==> src/rtl/req_rr_arbiter_16.sv <==
// req_rr_arbiter_16: round-robin arbiter feeding the 16-to-4 enabled encoder.
// It turns 16 level-sensitive requests into a registered, strictly one-hot
// grant plus a valid strobe. A grant is held until the consumer acknowledges
// it or the timeout counter forces a release. Each release is followed by one
// idle cycle.
// Optional build macro ARB_FIXED_PRIO_EN: when it is defined, the round-robin
// pointer is pinned to 0. Selection then becomes fixed priority, with the
// lowest index highest. Ack and timeout behaviour do not change.
module req_rr_arbiter_16 #(
  parameter int TIMEOUT = 16,
  parameter int CNT_W   = 8
) (
  input  logic        clk,
  input  logic        rst,
  input  logic        en,
  input  logic [15:0] req,
  input  logic        gnt_ack,
  output logic [15:0] gnt,
  output logic        gnt_vld,
  output logic        timeout
);

  localparam logic [0:0] IDLE  = 1'b0;
  localparam logic [0:0] GRANT = 1'b1;

  logic [0:0]       state_reg, state_next;
  logic [15:0]      gnt_reg, gnt_next;
  logic             vld_reg, vld_next;
  logic             to_reg, to_next;
  logic [3:0]       ptr_reg, ptr_next;
  logic [3:0]       idx_reg, idx_next;
  logic [CNT_W-1:0] cnt_reg, cnt_next;

  logic [15:0] rot_req;
  logic [3:0]  sel_off;
  logic [3:0]  sel_idx;
  logic        any_req;
  logic        timeout_hit;

  // Rotate the request vector so that bit 0 is the requester at ptr.
  generate
    for (genvar gi = 0; gi < 16; gi++) begin : g_rot
      logic [3:0] src_idx;
      assign src_idx     = ptr_reg + 4'(gi);
      assign rot_req[gi] = req[src_idx];
    end
  endgenerate

  // Find the lowest set bit of the rotated vector. This is the first
  // requester found when scanning upward from ptr.
  always_comb begin
    sel_off = 4'd0;
    for (int i = 15; i >= 0; i--) begin
      if (rot_req[i]) sel_off = 4'(i);
    end
  end

  assign sel_idx = ptr_reg + sel_off;
  assign any_req = |req;

  // Timeout fires when the counter reaches TIMEOUT-1. A TIMEOUT of 0 disables it.
  generate
    if (TIMEOUT != 0) begin : g_to
      assign timeout_hit = (cnt_reg == CNT_W'(TIMEOUT - 1));
    end else begin : g_no_to
      assign timeout_hit = 1'b0;
    end
  endgenerate

  // Next-state logic: grant from IDLE, then hold the grant until ack or timeout.
  always_comb begin
    state_next = state_reg;
    gnt_next   = gnt_reg;
    vld_next   = vld_reg;
    to_next    = 1'b0;
    ptr_next   = ptr_reg;
    idx_next   = idx_reg;
    cnt_next   = cnt_reg;
    case (state_reg)
      IDLE: begin
        if (en && any_req) begin
          gnt_next   = 16'(1) << sel_idx;
          vld_next   = 1'b1;
          idx_next   = sel_idx;
          cnt_next   = '0;
          state_next = GRANT;
        end
      end
      GRANT: begin
        if (gnt_ack || timeout_hit) begin
          // Ack takes precedence: a tie with the timeout raises no pulse.
          gnt_next   = 16'd0;
          vld_next   = 1'b0;
          ptr_next   = idx_reg + 4'd1;
          to_next    = ~gnt_ack;
          state_next = IDLE;
        end else begin
          cnt_next = cnt_reg + 1'b1;
        end
      end
      default: begin
        gnt_next   = 16'd0;
        vld_next   = 1'b0;
        state_next = IDLE;
      end
    endcase
`ifdef ARB_FIXED_PRIO_EN
    ptr_next = 4'd0;
`endif
  end

  // State registers. Reset drops any live grant at once and raises no timeout pulse.
  always_ff @(posedge clk or posedge rst) begin
    if (rst) begin
      state_reg <= IDLE;
      gnt_reg   <= 16'd0;
      vld_reg   <= 1'b0;
      to_reg    <= 1'b0;
      ptr_reg   <= 4'd0;
      idx_reg   <= 4'd0;
      cnt_reg   <= '0;
    end else begin
      state_reg <= state_next;
      gnt_reg   <= gnt_next;
      vld_reg   <= vld_next;
      to_reg    <= to_next;
      ptr_reg   <= ptr_next;
      idx_reg   <= idx_next;
      cnt_reg   <= cnt_next;
    end
  end

  assign gnt     = gnt_reg;
  assign gnt_vld = vld_reg;
  assign timeout = to_reg;

endmodule

==> config.mk <==
export PLATFORM = sky130hd
export DESIGN_NAME = req_rr_arbiter_16
export DESIGN_NICKNAME = d
export VERILOG_FILES = /design/src/rtl/req_rr_arbiter_16.sv
export SDC_FILE = /design/constraint.sdc
export NUM_CORES = 1
export LEC_CHECK = 0
export CORE_ASPECT_RATIO = 1.5
export CORE_UTILIZATION = 45
export CTS_CLUSTER_DIAMETER = 150
export DETAILED_ROUTE_END_ITERATION = 7
export GPL_TIMING_DRIVEN = 0
export PLACE_DENSITY = 0.78
export SLEW_MARGIN = 20
export SYNTH_ARGS = -nofsm -noshare
export SYNTH_HDL_FRONTEND = slang
export SYNTH_SLANG_ARGS = --single-unit
==> constraint.sdc <==
create_clock -name clk -period 5.47 [get_ports clk]
set_input_delay 0.8205 -clock clk [delete_from_list [all_inputs] [get_ports clk]]
set_output_delay 0.8205 -clock clk [all_outputs]
set_load 0.03 [all_outputs]
==> impl_metrics.py, run 1 <==
metrics = {
    "clocking": {
        "clk_transition_reported_paths_ns": 0.07,
        "number_of_cts_inserted_buffers": 5,
        "root_buffer": "sky130_fd_sc_hd__clkbuf_8",
        "maximum_buffer_depth_of_the_clock_tree": 2,
        "cts_tree": "yes",
        "hold_buffer_count_at_cts": 0,
        "clock_tree.htree_level_count": 2,
        "worst_skew_pair.late_latency_ns": 0.29,
        "postCtsSetupBuffers": 0,
        "post_cts.resized_instances": 0,
        "tritoncts_num_sinks": 35,
    },
    "layout": {
        "flip_flop_count_of_the_largest_register_all_copies_and_words_added": 16,
        "syn_to_final_growth_pct": 21.1,
        "nNetsFinal": 315,
        "antennaDiodeCount": 0,
        "share_of_layout_cells_above_drive_strength_1_pct": 16.3,
    },
    "global_route": {
        "grt_remaining_overflow": 0,
        "grt_pass1_vias": 2201,
        "grt_max_degree": 36,
        "grt_first_pass_wirelength_mm": 10.3,
        "grt.total_usage_pct": 20.9,
        "number_of_antenna_violations_at_the_first_check_in_global_routing": 0,
    },
    "logic_synthesis": {
        "synthDominantCellAreaShare_pct": 31.1,
        "main_synth_ff_type": "sky130_fd_sc_hd__dfrtp_1",
        "syn_inst": 236,
        "post-synth-top-count-cell": "sky130_fd_sc_hd__dfrtp_1",
        "synthesis.area_per_instance_sq_um": 11.9,
        "synth.ff_latch_count": 35,
        "netlist_top_cells_count": "35 x sky130_fd_sc_hd__dfrtp_1, 16 x sky130_fd_sc_hd__a32o_1, 15 x sky130_fd_sc_hd__nand2_1, 15 x sky130_fd_sc_hd__nor2_1",
        "synth_edf_count": 0,
        "synthArstFlopShare_pct": 100,
        "synth_warnings": 0,
        "seq_area_frac_synth_pct": 31.1,
        "synthesis.area_sq_mm": 0.00281,
        "synth.net_count": 269,
        "yosys-top-cells-area": "sky130_fd_sc_hd__dfrtp_1 31%, sky130_fd_sc_hd__mux4_1 11%, sky130_fd_sc_hd__mux4_2 6.4%",
        "synth_cell_type_count": 50,
        "synth_top_area_cell": "sky130_fd_sc_hd__dfrtp_1",
    },
    "sta": {
        "setup_slack_ns": 0.290,
        "fin_worst_skew_ns": 0.00699,
        "period_minus_slack_ns": 5.18,
        "clock.fmax_mhz": 193,
        "finalCritPeriodShare_pct": 94.7,
        "tightestPinTransition_ns": 0.707,
        "setup_viol": 0,
        "finalHoldViolations": 0,
        "relSlewSlack_pct": 52.8,
        "slew_viol_final": 0,
    },
    "placement": {
        "port_buffers": 37,
        "place_congestion": 0.802,
        "dpl.hpwl_mm": 4.82,
        "placement.setup.worst_slack_ns": 0.317,
    },
    "die": {
        "dieHeight_um": 98.8,
        "initial_utilization_pct": 47.6,
        "placeableCoreArea_sq_mm": 0.00591,
        "num_io_pins": 38,
        "floorplan.die_area_sq_mm": 0.00658,
        "row_count": 34,
        "dieWidth_um": 66.6,
    },
    "critical_path": {
        "worst_setup_path_start_kind": "register",
        "critical_path_required_ns": 5.65,
        "criticalPathCategory": "register to register",
        "critical_path.max_fanout": 10,
        "critical_path_arrival_ns": 5.36,
        "end_kind": "register",
        "worstRegToRegCells": 19,
    },
    "drt": {
        "via_count": 2144,
        "wire_per_inst_um": 17.6,
        "drcViolationCount": 0,
        "drtPass1Iterations": 4,
        "postRouteAntennaNets": 0,
        "dr.first_iter.drc_count": 86,
        "drt-total-wl_mm": 6.24,
        "avgViaCountPerCell": 6.04,
    },
    "hold_path": {
        "hold_path_depth": 1,
        "timing.hold.worst.class": "register to register",
    },
    "run_status": {
        "outcome": "finished clean",
    },
    "job": {
        "maxCapViolCount": 0,
    },
}
-- critical path: stages (launching register included) --
cell                       delay [ns]
sky130_fd_sc_hd__dfrtp_1         0.53
sky130_fd_sc_hd__buf_6           0.22
sky130_fd_sc_hd__buf_4           0.20
sky130_fd_sc_hd__inv_1           0.06
sky130_fd_sc_hd__ha_1            0.27
sky130_fd_sc_hd__buf_1           0.35
sky130_fd_sc_hd__mux4_2          0.58
sky130_fd_sc_hd__mux2i_1         0.20
sky130_fd_sc_hd__mux2_2          0.23
sky130_fd_sc_hd__nand2_1         0.05
sky130_fd_sc_hd__a311o_1         0.35
sky130_fd_sc_hd__a311oi_1        0.38
sky130_fd_sc_hd__o22ai_1         0.16
sky130_fd_sc_hd__ha_1            0.30
sky130_fd_sc_hd__a21o_1          0.17
sky130_fd_sc_hd__a21oi_1         0.19
sky130_fd_sc_hd__xnor2_1         0.27
sky130_fd_sc_hd__xor2_2          0.14
sky130_fd_sc_hd__buf_4           0.18
sky130_fd_sc_hd__a32o_1          0.24
-- kinds of logic after synthesis --
family,Yosys count,synth area share (%)
flip-flops,35,31.1
AND/OR/NAND/NOR,58,11.3
AO/OA/AOI/OAI,42,12.5
buffers and inverters,20,3.20
XOR/XNOR,20,6.76
multiplexers,48,29.0
adder cells (fa/ha/maj),13,6.05
-- path summary, 6_finish.rpt --
path | start | endpoint | slack (ns)
max | ptr_reg[0] | gnt[4] | 0.29
min | gnt[10] | gnt[10] | 0.50
max reg2reg | ptr_reg[0] | gnt[4] | 0.29
min reg2reg | gnt[10] | gnt[10] | 0.50
max in group asynchronous | rst | cnt_reg[0] | 4.05
min in group asynchronous | rst | gnt[3] | 0.96
-- final cells by class --
type | count | area [sq um]
Clock inverter | 2 | 35.0
Fill cell | 487 | 2510
Clock buffer | 6 | 82.6
Tap cell | 72 | 90.1
Inverter | 10 | 37.5
Buffer | 10 | 52.6
Sequential cell | 35 | 876
Multi-Input combinational cell | 181 | 1850
Timing Repair Buffer | 39 | 385
-- layer usage --
metal | global-route usage [%] | wire length [um] | up-vias
met5 | 0 | 0 | -
met4 | 11.6 | 241 | 0
met3 | 3.01 | 144 | 22
met2 | 38.1 | 3480 | 47
met1 | 22.1 | 2380 | 1063
li1 | - | - | 1012
-- cell usage in the layout, fill, tap and decap left out, types with 2 or more instances in the layout --
master / n
sky130_fd_sc_hd__clkdlybuf4s50_1: 37
sky130_fd_sc_hd__dfrtp_1: 35
sky130_fd_sc_hd__a32o_1: 16
sky130_fd_sc_hd__nor2_1: 15
sky130_fd_sc_hd__nand2_1: 15
sky130_fd_sc_hd__mux2_2: 13
sky130_fd_sc_hd__mux2i_1: 13
sky130_fd_sc_hd__mux4_1: 12
sky130_fd_sc_hd__ha_1: 12
sky130_fd_sc_hd__xor2_1: 10
sky130_fd_sc_hd__xnor2_1: 8
sky130_fd_sc_hd__mux4_2: 8
sky130_fd_sc_hd__inv_1: 6
sky130_fd_sc_hd__a21oi_1: 6
sky130_fd_sc_hd__o21ai_0: 6
sky130_fd_sc_hd__clkbuf_8: 6
sky130_fd_sc_hd__nor4_1: 5
sky130_fd_sc_hd__and2_1: 5
sky130_fd_sc_hd__nand3_1: 4
sky130_fd_sc_hd__nand2b_1: 3
sky130_fd_sc_hd__clkbuf_1: 3
sky130_fd_sc_hd__buf_4: 3
sky130_fd_sc_hd__buf_2: 3
sky130_fd_sc_hd__clkinv_1: 3
sky130_fd_sc_hd__and3_1: 2
sky130_fd_sc_hd__a21o_1: 2
sky130_fd_sc_hd__buf_1: 2
sky130_fd_sc_hd__mux2i_4: 2
sky130_fd_sc_hd__nor2b_1: 2
-- through the flow --
stage	hold WS, ns	cells	setup TNS [ns]	area [sq um]	util, %
global placement	0.483	345	0	3270	55.4
floorplan	0.485	236	0	2810	-
finish	0.497	355	0	3410	57.6
CTS	0.501	353	0	3390	57.3
detailed placement	0.484	345	0	3270	55.4
global route	0.520	355	-0.00481	3410	57.6
Power of run 1 is not shown: default switching activity piles up to over one toggle a cycle in this logic, so the estimate is an artifact.
==> run 2: changes to the inputs <==
--- a/config.mk
+++ b/config.mk
@@ -15,3 +15,4 @@
 export SYNTH_ARGS = -nofsm -noshare
 export SYNTH_HDL_FRONTEND = slang
 export SYNTH_SLANG_ARGS = --single-unit
+export TNS_END_PERCENT = 20
==> constraint.sdc (replaced) <==
create_clock -name clk -period 5.47 [get_ports clk]
set_input_delay 1.094 -clock clk [delete_from_list [all_inputs] [get_ports clk]]
set_output_delay 1.094 -clock clk [all_outputs]
set_load 0.03 [all_outputs]
==> results of run 2 <==
Same layout as run 1 (identical final DEF). Status: finished clean.
Among the figures that moved: setup slack after placement 0.317 ns -> 0.132 ns
Power of run 2 is left out for the same reason.
==> run 3: changes to the inputs <==
--- a/config.mk
+++ b/config.mk
@@ -5,6 +5,7 @@
 export SDC_FILE = /design/constraint.sdc
 export NUM_CORES = 1
 export LEC_CHECK = 0
+export ABC_CLOCK_PERIOD_IN_PS = 5470
 export CORE_ASPECT_RATIO = 1.5
 export CORE_UTILIZATION = 45
 export CTS_CLUSTER_DIAMETER = 150
==> results of run 3 <==
Same layout as run 1 (identical final DEF). Status: finished clean.
Among the figures that moved: setup slack after placement 0.317 ns -> 0.132 ns
Power of run 3 is left out for the same reason.
